[config.mk]
export PLATFORM = sky130hd
export DESIGN_NAME = mem_bus_arbiter
export DESIGN_NICKNAME = d
export VERILOG_FILES = /design/src/rtl/mem_bus_arbiter.sv
export SDC_FILE = /design/constraint.sdc
export NUM_CORES = 1
export LEC_CHECK = 0
export ABC_AREA = 1
export ABC_CLOCK_PERIOD_IN_PS = 3070
export BUFFER_PORTS_ARGS = -buffer_cell sky130_fd_sc_hd__clkbuf_2
export CAP_MARGIN = 15
export CORE_UTILIZATION = 30
export DETAILED_ROUTE_END_ITERATION = 7
export PLACE_DENSITY_LB_ADDON = 0.25
export SLEW_MARGIN = 20
export SYNTH_ARGS = -nofsm -noshare
export SYNTH_HDL_FRONTEND = slang
export SYNTH_SLANG_ARGS = --single-unit
[constraint.sdc]
create_clock -name clk -period 3.07 [get_ports clk]
set_input_delay 0.307 -clock clk [delete_from_list [all_inputs] [get_ports clk]]
set_output_delay 0.307 -clock clk [all_outputs]
set_load 0.01 [all_outputs]
[src/rtl/mem_bus_arbiter.sv]
// Shares one memory port between fetch and mem stage; one transaction in flight, >= 3 cycles each.
// Requesters are stalled via inst_busy/data_busy; bus_* fields hold steady until bus_addr_ok.
module mem_bus_arbiter #(
   parameter int ADDR_W     = 32,
   parameter int STARVE_MAX = 4
) (
   input  logic              clk,
   input  logic              rst,
   input  logic              inst_req,
   input  logic [ADDR_W-1:0] inst_addr,
   output logic              inst_ok,
   output logic [31:0]       inst_rdata,
   output logic              inst_busy,
   input  logic              data_req,
   input  logic              data_wr,
   input  logic [1:0]        data_size,
   input  logic [ADDR_W-1:0] data_addr,
   input  logic [31:0]       data_wdata,
   output logic              data_ok,
   output logic [31:0]       data_rdata,
   output logic              data_err,
   output logic              data_busy,
   output logic              bus_req,
   output logic              bus_wr,
   output logic [1:0]        bus_size,
   output logic [ADDR_W-1:0] bus_addr,
   output logic [3:0]        bus_wstrb,
   output logic [31:0]       bus_wdata,
   input  logic              bus_addr_ok,
   input  logic              bus_data_ok,
   input  logic [31:0]       bus_rdata
);

   localparam int CNT_W = $clog2(STARVE_MAX + 1);

   typedef enum logic [1:0] {
      S_IDLE,
      S_ADDR,
      S_DATA,
      S_RESP
   } state_t;

   state_t              state_q, state_d;
   logic                owner_data_q, owner_data_d;
   logic [CNT_W-1:0]    starve_cnt_q, starve_cnt_d;
   logic                bus_req_q, bus_req_d;
   logic                bus_wr_q, bus_wr_d;
   logic [1:0]          bus_size_q, bus_size_d;
   logic [ADDR_W-1:0]   bus_addr_q, bus_addr_d;
   logic [3:0]          bus_wstrb_q, bus_wstrb_d;
   logic [31:0]         bus_wdata_q, bus_wdata_d;
   logic                inst_ok_q, inst_ok_d;
   logic                data_ok_q, data_ok_d;
   logic                data_err_q, data_err_d;
   logic [31:0]         inst_rdata_q, inst_rdata_d;
   logic [31:0]         data_rdata_q, data_rdata_d;

   logic                starved;
   logic                grant_data;
   logic                grant_inst;
   logic                misaligned;
   logic [3:0]          fmt_wstrb;
   logic [31:0]         fmt_wdata;

   // Priority: data first, except once inst has watched STARVE_MAX data grants go by.
   always_comb begin
      starved    = (starve_cnt_q == CNT_W'(STARVE_MAX)) && inst_req;
      grant_data = data_req && !starved;
      grant_inst = inst_req && !grant_data;
   end

   always_comb begin
      misaligned = 1'b0;
      case (data_size)
         2'b00:   misaligned = 1'b0;
         2'b01:   misaligned = data_addr[0];
         default: misaligned = (data_addr[1:0] != 2'b00);
      endcase
   end

   // Right-aligned store data is replicated across every lane it could land in.
   always_comb begin
      fmt_wstrb = 4'b0000;
      fmt_wdata = 32'h0;
      if (data_wr) begin
         case (data_size)
            2'b00: begin
               fmt_wstrb = 4'b0001 << data_addr[1:0];
               fmt_wdata = {4{data_wdata[7:0]}};
            end
            2'b01: begin
               fmt_wstrb = 4'b0011 << data_addr[1:0];
               fmt_wdata = {2{data_wdata[15:0]}};
            end
            default: begin
               fmt_wstrb = 4'b1111;
               fmt_wdata = data_wdata;
            end
         endcase
      end
   end

   always_comb begin
      state_d      = state_q;
      owner_data_d = owner_data_q;
      starve_cnt_d = starve_cnt_q;
      bus_req_d    = bus_req_q;
      bus_wr_d     = bus_wr_q;
      bus_size_d   = bus_size_q;
      bus_addr_d   = bus_addr_q;
      bus_wstrb_d  = bus_wstrb_q;
      bus_wdata_d  = bus_wdata_q;
      inst_ok_d    = 1'b0;
      data_ok_d    = 1'b0;
      data_err_d   = 1'b0;
      inst_rdata_d = inst_rdata_q;
      data_rdata_d = data_rdata_q;

      case (state_q)
         S_IDLE: begin
            if (grant_data) begin
               owner_data_d = 1'b1;
               if (inst_req && (starve_cnt_q != CNT_W'(STARVE_MAX))) begin
                  starve_cnt_d = starve_cnt_q + CNT_W'(1);
               end
               if (misaligned) begin
                  data_err_d = 1'b1;
                  state_d    = S_RESP;
               end else begin
                  bus_req_d   = 1'b1;
                  bus_wr_d    = data_wr;
                  bus_size_d  = data_size;
                  bus_addr_d  = data_addr;
                  bus_wstrb_d = fmt_wstrb;
                  bus_wdata_d = fmt_wdata;
                  state_d     = S_ADDR;
               end
            end else if (grant_inst) begin
               owner_data_d = 1'b0;
               starve_cnt_d = '0;
               bus_req_d    = 1'b1;
               bus_wr_d     = 1'b0;
               bus_size_d   = 2'b10;
               bus_addr_d   = inst_addr;
               bus_wstrb_d  = 4'b0000;
               bus_wdata_d  = 32'h0;
               state_d      = S_ADDR;
            end
         end
         S_ADDR: begin
            if (bus_addr_ok) begin
               bus_req_d = 1'b0;
               state_d   = S_DATA;
            end
         end
         S_DATA: begin
            if (bus_data_ok) begin
               if (owner_data_q) begin
                  data_rdata_d = bus_rdata;
                  data_ok_d    = 1'b1;
               end else begin
                  inst_rdata_d = bus_rdata;
                  inst_ok_d    = 1'b1;
               end
               state_d = S_RESP;
            end
         end
         S_RESP: begin
            state_d = S_IDLE;
         end
         default: begin
            state_d   = S_IDLE;
            bus_req_d = 1'b0;
         end
      endcase
   end

   always_ff @(posedge clk) begin
      if (rst) begin
         state_q      <= S_IDLE;
         owner_data_q <= 1'b0;
         starve_cnt_q <= '0;
         bus_req_q    <= 1'b0;
         bus_wr_q     <= 1'b0;
         bus_size_q   <= 2'b00;
         bus_addr_q   <= '0;
         bus_wstrb_q  <= 4'b0000;
         bus_wdata_q  <= 32'h0;
         inst_ok_q    <= 1'b0;
         data_ok_q    <= 1'b0;
         data_err_q   <= 1'b0;
         inst_rdata_q <= 32'h0;
         data_rdata_q <= 32'h0;
      end else begin
         state_q      <= state_d;
         owner_data_q <= owner_data_d;
         starve_cnt_q <= starve_cnt_d;
         bus_req_q    <= bus_req_d;
         bus_wr_q     <= bus_wr_d;
         bus_size_q   <= bus_size_d;
         bus_addr_q   <= bus_addr_d;
         bus_wstrb_q  <= bus_wstrb_d;
         bus_wdata_q  <= bus_wdata_d;
         inst_ok_q    <= inst_ok_d;
         data_ok_q    <= data_ok_d;
         data_err_q   <= data_err_d;
         inst_rdata_q <= inst_rdata_d;
         data_rdata_q <= data_rdata_d;
      end
   end

   assign inst_ok    = inst_ok_q;
   assign inst_rdata = inst_rdata_q;
   assign inst_busy  = inst_req & ~inst_ok_q;
   assign data_ok    = data_ok_q;
   assign data_rdata = data_rdata_q;
   assign data_err   = data_err_q;
   assign data_busy  = data_req & ~(data_ok_q | data_err_q);
   assign bus_req    = bus_req_q;
   assign bus_wr     = bus_wr_q;
   assign bus_size   = bus_size_q;
   assign bus_addr   = bus_addr_q;
   assign bus_wstrb  = bus_wstrb_q;
   assign bus_wdata  = bus_wdata_q;

endmodule

# Word level (Yosys, flattened, before mapping)
# Index checks and enable logic that the tools add are counted.
dict set report classes {
  muxes 38
  div 0
  order_cmp 0
  bitwise 10
  n_reduce_logical 20
  addsub 1
  shifts 2
  n_mul 0
  eq_ne 12
}
# operator count
set ops {}
lappend ops {{32-bit 2-to-1 mux} 7}
lappend ops {{32-bit one-hot mux with 2 select lines} 1}
lappend ops {{2-bit 2-to-1 mux} 8}
lappend ops {{4-bit 2-to-1 mux} 4}
lappend ops {{3-bit AND reduction} 5}
lappend ops {{1-bit 2-to-1 mux} 11}
lappend ops {{3-bit 2-to-1 mux} 3}
lappend ops {{3-bit != test, second input constant} 3}
lappend ops {{2-bit one-hot mux with 4 select lines} 1}
lappend ops {{4-bit one-hot mux with 2 select lines} 1}
lappend ops {{1-bit NOT} 7}
lappend ops {{2-bit != test, second input constant} 3}
lappend ops {{2-bit nonzero test} 3}
lappend ops {{3-bit OR reduction} 2}
lappend ops {{2-bit by 1-bit == test with 1-bit output, second input constant} 2}
lappend ops {{2-bit == test, second input constant} 2}
lappend ops {{1-bit logical AND} 4}
lappend ops {{2-bit zero test} 2}
lappend ops {{1-bit one-hot mux with 2 select lines} 2}
lappend ops {{4-bit AND reduction} 1}
lappend ops {{1-bit by 2-bit left shift with 4-bit output, first input constant} 1}
lappend ops {{2-bit by 2-bit left shift with 4-bit output, first input constant} 1}
lappend ops {{3-bit by 1-bit adder with 3-bit output, second input constant} 1}
lappend ops {{3-bit == test, second input constant} 1}
lappend ops {{other kinds (5)} 7}
dict set report totals {
  memories 0
  out_inout_bits 141
  latch_bits 0
  mem_bits_rw 0
  word_cells 97
  romBits 0
  ff_bits 145
}

# Logic depth before layout (Yosys ltp)
# Gate-level depths: netlist (run 1).
dict set report logic_depth {
  ltp_word 9
  ltp_mapped 12
}

# Worst setup path after synthesis (run 1)
# No wires, ideal clock.
dict set report synth_timing {
  path_kind {register to register}
  start {register state_q[0]}
  end {register bus_addr_q[10], in the netlist bus_addr[10]}
  arrival_ps 1359
  required_time_ps 2957
  synth_period_minus_slack_ps 1472
  path_buffers 2
  stages_incl_launch_ff 10
  setup_slack_ps 1598
  cell_sequence {dfxtp_1 inv_1 ha_1 inv_1 nor2_1 nand2_2 buf_6 buf_2 nor2_1 nor2_1}
}
dict set report synth_between {
  elab_chain_len 2
}
# item line
set synth_lines {}
lappend synth_lines {{start, declared} 43} ;# state_t state_q, state_d;
lappend synth_lines {{start signal, assigned} 195} ;# state_q <= state_d;
lappend synth_lines {{2-bit zero test} 119} ;# case (state_q)
lappend synth_lines {{3-bit AND reduction (no line)} -}
lappend synth_lines {{end signal, assigned} 201} ;# bus_addr_q <= bus_addr_d;
lappend synth_lines {{end, declared} 49} ;# logic [ADDR_W-1:0] bus_addr_q, bus_addr_d;
# Every way passes these cells.
# A chain may end at the register's enable or synchronous reset.

# Final worst setup path (run 1)
dict set report layout_timing {
  start {register starve_cnt_q[0]}
  end {register bus_addr_q[29], in the netlist bus_addr[29]}
}
dict set report layout_between {
  elab_chain_len 8
  word_cells_on_any_way 10
  cone_classes {eq/ne: 2; mux: 1; reduce/logical: 7}
}
# item line
set layout_lines {}
lappend layout_lines {{start, declared} 45} ;# logic [CNT_W-1:0] starve_cnt_q, starve_cnt_d;
lappend layout_lines {{start signal, assigned} 197} ;# starve_cnt_q <= starve_cnt_d;
lappend layout_lines {{3-bit == test *} 67} ;# starved = (starve_cnt_q == CNT_W'(STARVE_MAX)) && inst_req;
lappend layout_lines {{1-bit logical AND *} 67}
lappend layout_lines {{1-bit zero test *} 68} ;# grant_data = data_req && !starved;
lappend layout_lines {{1-bit logical AND *} 68}
lappend layout_lines {{1-bit zero test} 69} ;# grant_inst = inst_req && !grant_data;
lappend layout_lines {{1-bit logical AND} 69}
lappend layout_lines {{2-bit nonzero test (no line)} -}
lappend layout_lines {{3-bit AND reduction (no line)} -}
# Every way passes the cells marked *; elsewhere a longest branch is shown, timed or not.

==> results_dict.tcl, run 1 <==
set metrics [dict create \
    status "completed" \
    core_um2 20200 \
    final_ant_viol_nets 0 \
    drt_first_iter_violations 248 \
    first_pass_iters 6 \
    postLayoutCoreUtil_pct 41.4 \
    post-cts-setup-buffer-count 0 \
    end_kind "flop" \
    vias_per_cell 4.28 \
    die_y_um 146 \
    critical_path_class "reg -> reg" \
    syn_avg_cell_area_um2 6.75 \
    antenna-diode-count 0 \
    worst_hold_path_type "in -> reg" \
    area_delta_synth_final_pct 35.4 \
    cts_buffers 17 \
    gp_routability_congestion 0.839 \
    seq_area_frac_synth_pct 46.9 \
    groute.usage.overall_pct 17.4 \
    htreeDepth 4 \
    setup_viol 0 \
    finalWorstPathRequiredPeriod_ns 2.19 \
    gr-total-overflow 0 \
    hold_violations 0 \
    crit_chain "inv_1 > ha_1 > nand3_2 > nand2_4 > inv_2 > nand2_2 > nand2_4 > buf_4 > nand2_1 > nand2_1 > nor2_1" \
    placementRows 52 \
    fill_cells 2144 \
    design.final.nets 1314 \
    vias 6230 \
    synth_cell_types 23 \
    pin_count_of_the_biggest_net_entering_global_routing 54 \
    multi_input_combinational_cell_area_um2 2700 \
    routed_wire_length_per_instance_um 12.6 \
    post-route-drc-count 0 \
    number_of_gates_resized_after_cts 0 \
    initial_utilization_pct 30.6 \
    timing.max_cap.violations 0 \
    number_of_antenna_violations_at_the_first_check_in_global_routing 0 \
    wl_mm 18.3 \
    tns_ns 0 \
    critical_path_required_ns 3.37 \
    cts_tree "built" \
    final_max_slew_viol_count 0 \
    rsz0062_at_grt "no" \
    post_cts_hold_buffer_count 0 \
    pwr_dens_nw_per_um2 746 \
    vdd_ir_drop_max_uv 447 \
    max_buffers_root_to_sink 2 \
    seq_area_um2 2900 \
    place.detailed.hpwl_mm 13.3 \
    finalCritPeriodShare_pct 71.2 \
    crit_buf_inv 3 \
    worst_pin_slew_ns 0.966 \
    critical_path.max_stage_delay_ns 0.44 \
    clock_sink_count 145 \
    synth_warnings 0 \
    timing.critical_path.from_type "flop" \
    synth_seq_cells 145 \
    critical_path_peak_fanout 53 \
    wp_data_arrival_ns 2.49 \
    maxClockFrequency_mhz 458 \
    critical-path-slowest-cell "nand2_4" \
    synth_nets 1060 \
    final.setup_skew_ns 0.0101 \
    worst_setup_hold_path_clk_slew_ns 0.06 \
    leakage_nw 4.26 \
    max_slew_margin_pct 35.4 \
    critPathTopFamily "simple AND/OR/NAND/NOR gates" \
    grt_first_pass_wirelength_mm 29.4 \
    design.die.area_um2 21200 \
    pin_count 278 \
    die_w_um 146 \
    cts.root.buffer_cell "clkbuf_16" \
    synthesis.area_um2 6190 \
    clk_latency_ns 0.42 \
    buffer_ports.inserted 277 \
    final_layout_size_suffix_gt1_share_pct 27.9 \
    syn_inst 917 \
    number_of_global_route_vias_before_repair 5729 \
]
-- final timing paths --
path | startpoint | end | slack (ns) | cells after the start
worst min register to register | data_rdata[26] | data_rdata[26] | 0.44 | 2
worst max-delay path | starve_cnt_q[0] | bus_addr[29] | 0.88 | 11
worst min-delay path | bus_rdata[19] | inst_rdata[19] | 0.12 | 3
worst max register to register | starve_cnt_q[0] | bus_addr[29] | 0.88 | 11
-- synth_stat cells --
cell type,n,area (um^2)
a21oi_1,76,380
buf_1,1,3.75
buf_2,10,50.1
buf_4,5,37.5
buf_6,2,22.5
clkbuf_1,35,131
dfxtp_1,145,2900
ha_1,6,75.1
inv_1,92,345
inv_2,2,7.51
nand2_1,267,1000
nand2_2,3,18.8
nand2_4,1,11.3
nand3_1,8,40.0
nand3_2,1,10.0
nand4_1,1,6.26
nor2_1,162,608
nor2_4,1,11.3
nor3_1,1,5.00
nor3b_1,1,7.51
o21a_1,8,60.1
o21ai_0,88,440
xor2_1,1,8.76
-- per-layer routing --
metal | global-route usage [%] | wire [um]
met4 | 5.63 | 288
met3 | 5.96 | 1370
met2 | 28.3 | 8290
met5 | 0 | 0
met1 | 21.4 | 8350
-- report_power, final --
group | switching, mW | internal, mW
logic | 1.10 | 0.640
registers | 0.168 | 2.21
clock network | 0.828 | 1.30
total | 2.10 | 4.16
-- tightest hold or removal path, delay by kind of cell --
kind          cells  cell delay, ns
buf+inv           1            0.08
simple gates      2            0.12
-- state kept, by name (all words and copies together), names as in the netlist, 2 cells and up --
name and flops:
inst_rdata 32, bus_wdata 32, bus_size 2, state_q 2
bus_addr 32, bus_wstrb 4, starve_cnt_q 3, data_rdata 32
-- logic make-up after synthesis --
logic type                 Yosys count  synth area share [%]
adders and majority gates            6                  1.21
buffers and inverters              147                  9.67
xor gates and xnor gates             1                 0.142
and+or+nand+nor                    446                  27.8
DFF                                145                  46.9
AOI/OAI and AO/OA                  172                  14.2
-- cell usage in the layout (no fill, tap or decap) --
master,synthesis,routed
bufinv_16,0,3
nand2_2,3,2
nor2_4,1,1
nor2_2,0,1
clkbuf_8,0,1
inv_2,2,3
nand3_2,1,2
ha_1,6,6
nand2_4,1,2
nand4_1,1,1
clkinv_2,0,4
clkinvlp_4,0,1
dfxtp_1,145,145
nand3_1,8,7
inv_1,92,91
clkbuf_1,35,1
o21ai_0,88,88
inv_6,0,1
nor2_1,162,161
clkbuf_2,0,277
nor3b_1,1,1
clkbuf_16,0,17
xor2_1,1,1
buf_12,0,1
nor3_1,1,1
o21a_1,8,8
a21oi_1,76,76
nand2_1,267,267
clkinv_4,0,4
buf_4,5,10
-- through the flow --
stage                     cells  worst slack [ns]  total power [mW]  hold slack (ns)  instance area (um^2)
after floorplan             917              1.60              3.55            0.442                  6190
after global placement     1422             0.704              4.17            0.430                  7770
after detailed placement   1422             0.659              4.19            0.435                  7770
after CTS                  1454             0.829              6.35            0.108                  8380
after global routing       1454             0.611              6.70            0.114                  8380
final                      1454             0.884              6.25            0.123                  8380
-- final cells by class --
cell class,count,share of cell area [%]
flip-flops and latches,145,34.7
clock buffers,19,5.29
multi-input cells,625,32.2
repair buffers,288,17.7
well taps,270,4.03
clock inverters,13,1.93
inverters,94,4.21
Power figures use the tool's default switching activity.
==> inputs of run 2 (changes only) <==
- ABC_CLOCK_PERIOD_IN_PS: 3070 -> 1800
- clock period: 3.07 -> 1.8 ns (I/O delays scaled with it)
==> results_dict.tcl, run 2 (same netlist as run 1, synthesis figures left out) <==
set metrics [dict create \
    routed_wire_length_per_instance_um 12.4 \
    critPathTopFamily "simple AND/OR/NAND/NOR gates" \
    hold_violations 0 \
    cts_tree "built" \
    tns_ns 0 \
    post-cts-setup-buffer-count 0 \
    pin_count_of_the_biggest_net_entering_global_routing 62 \
    setup_viol 0 \
    placementRows 52 \
    max_slew_margin_pct 68.3 \
    final.setup_skew_ns 0.0128 \
    cts_buffers 17 \
    postLayoutCoreUtil_pct 43.8 \
    worst_hold_path_type "in -> reg" \
    fill_cells 2083 \
    crit_buf_inv 2 \
    number_of_antenna_violations_at_the_first_check_in_global_routing 0 \
    groute.usage.overall_pct 17.7 \
    fin_hold_ws_ns 0.0193 \
    rsz0062_at_grt "no" \
    finalCritPeriodShare_pct 90.2 \
    pwr_dens_nw_per_um2 1270 \
    final_ant_viol_nets 0 \
    status "completed" \
    place.detailed.hpwl_mm 13.4 \
    vdd_ir_drop_max_uv 632 \
    end_kind "flop" \
    critical_path_class "reg -> reg" \
    post-route-drc-count 0 \
    die_y_um 146 \
    design.final.nets 1350 \
    design.die.area_um2 21200 \
    worst_setup_slack_before_clock_tree_synthesis_ns 0.151 \
    setup_ws_ns 0.176 \
    final_layout_size_suffix_gt1_share_pct 28.0 \
    first_pass_iters 6 \
    timing.max_cap.violations 0 \
    wp_data_arrival_ns 1.97 \
    drt_first_iter_violations 217 \
    final_common_cell "clkbuf_2" \
    pin_count 278 \
    critical_path_required_ns 2.15 \
    area_delta_synth_final_pct 43.2 \
    crit_chain "inv_1 > ha_1 > nand3_2 > nand2_4 > buf_4 > nor2_1 > nand2_1 > nand3_1 > nand2_1 > nor2_1" \
    vias_per_cell 4.30 \
    worst_setup_hold_path_clk_slew_ns 0.06 \
    clk_latency_ns 0.42 \
    buffer_ports.inserted 277 \
    critical_path_peak_fanout 27 \
    grt_first_pass_wirelength_mm 30.2 \
    timing.critical_path.from_type "flop" \
    critical_path.max_stage_delay_ns 0.35 \
    maxClockFrequency_mhz 616 \
    htreeDepth 4 \
    wl_mm 18.5 \
    gp_routability_congestion 0.832 \
    antenna-diode-count 0 \
    worst_pin_slew_ns 0.475 \
    finalWorstPathRequiredPeriod_ns 1.62 \
    leakage_nw 4.48 \
    gr-total-overflow 0 \
    number_of_global_route_vias_before_repair 5903 \
    max_buffers_root_to_sink 2 \
    critical-path-slowest-cell "dfxtp_1" \
    initial_utilization_pct 30.6 \
    clock_sink_count 145 \
    vias 6402 \
    die_w_um 146 \
    cts.root.buffer_cell "clkbuf_16" \
    final_max_slew_viol_count 0 \
    core_um2 20200 \
    most-common-layout-cells "clkbuf_2 (277), nand2_1 (267), nor2_1 (161)" \
]
[run 2: cell count changes in the layout (fill, tap and decap cells not counted), sizes merged]
| cell | before | now |
|---|---|---|
| inv | 95 | 98 |
| dlygate4sd3 | 0 | 26 |
| clkinv | 8 | 5 |
| clkbuf | 296 | 295 |
| bufinv | 3 | 5 |
| buf | 11 | 21 |
| clkinvlp | 1 | 0 |
[run 2: power by group]
group / internal [mW] / switching (mW) / total, mW
Combinational: 1.23 / 1.92 / 3.16
Sequential: 3.78 / 0.286 / 4.06
Clock: 2.53 / 1.46 / 3.99
[run 2: area by class of cell]
cell class	count	area [um^2]	share of cell area (%)
tap	270	338	3.81
timing repair buffer	324	1900	21.4
sequential	145	2900	32.8
multi-input combinational	625	2710	30.5
clock inverter	14	228	2.57
clock buffer	18	439	4.96
inverter	94	353	3.98
[run 2: worst reg2reg max path, stage by stage (launching register included)]
cell     delay [ns]
dfxtp_1        0.35
inv_1          0.06
ha_1           0.20
nand3_2        0.10
nand2_4        0.10
buf_4          0.25
nor2_1         0.18
nand2_1        0.11
nand3_1        0.08
nand2_1        0.05
nor2_1         0.09
[run 2: worst paths after layout]
kind / start / end / slack [ns] / cells past startpoint
setup reg to reg: starve_cnt_q[0] / bus_req / 0.18 / 10
setup / recovery: starve_cnt_q[0] / bus_req / 0.18 / 10
hold reg to reg: data_rdata[26] / data_rdata[26] / 0.44 / 2
hold / removal: bus_rdata[26] / inst_rdata[26] / 0.02 / 3
[run 2: what timing repair did]
action                                 CTS  global route
hold buffers                            26             0
resized for setup                        0             2
setup endpoints to repair                0             4
endpoints found under the hold margin   26             0
[run 2: metrics by stage]
step	cell area [um^2]	power [mW]	instances
after floorplan	6190	6.05	917
after global placement	7920	7.22	1432
after detailed placement	7920	7.25	1432
after CTS	8850	11.4	1490
after global routing	8860	12.0	1490
final	8860	11.2	1490
[run 2: per-layer routing]
| metal | wire length, um | vias to the layer above | track usage [%] |
|---|---|---|---|
| li1 | - | 3404 | - |
| met1 | 8550 | 2784 | 22.2 |
| met2 | 8490 | 203 | 29.1 |
| met3 | 1230 | 11 | 5.49 |
| met4 | 192 | 0 | 4.95 |
| met5 | 0 | - | 0 |
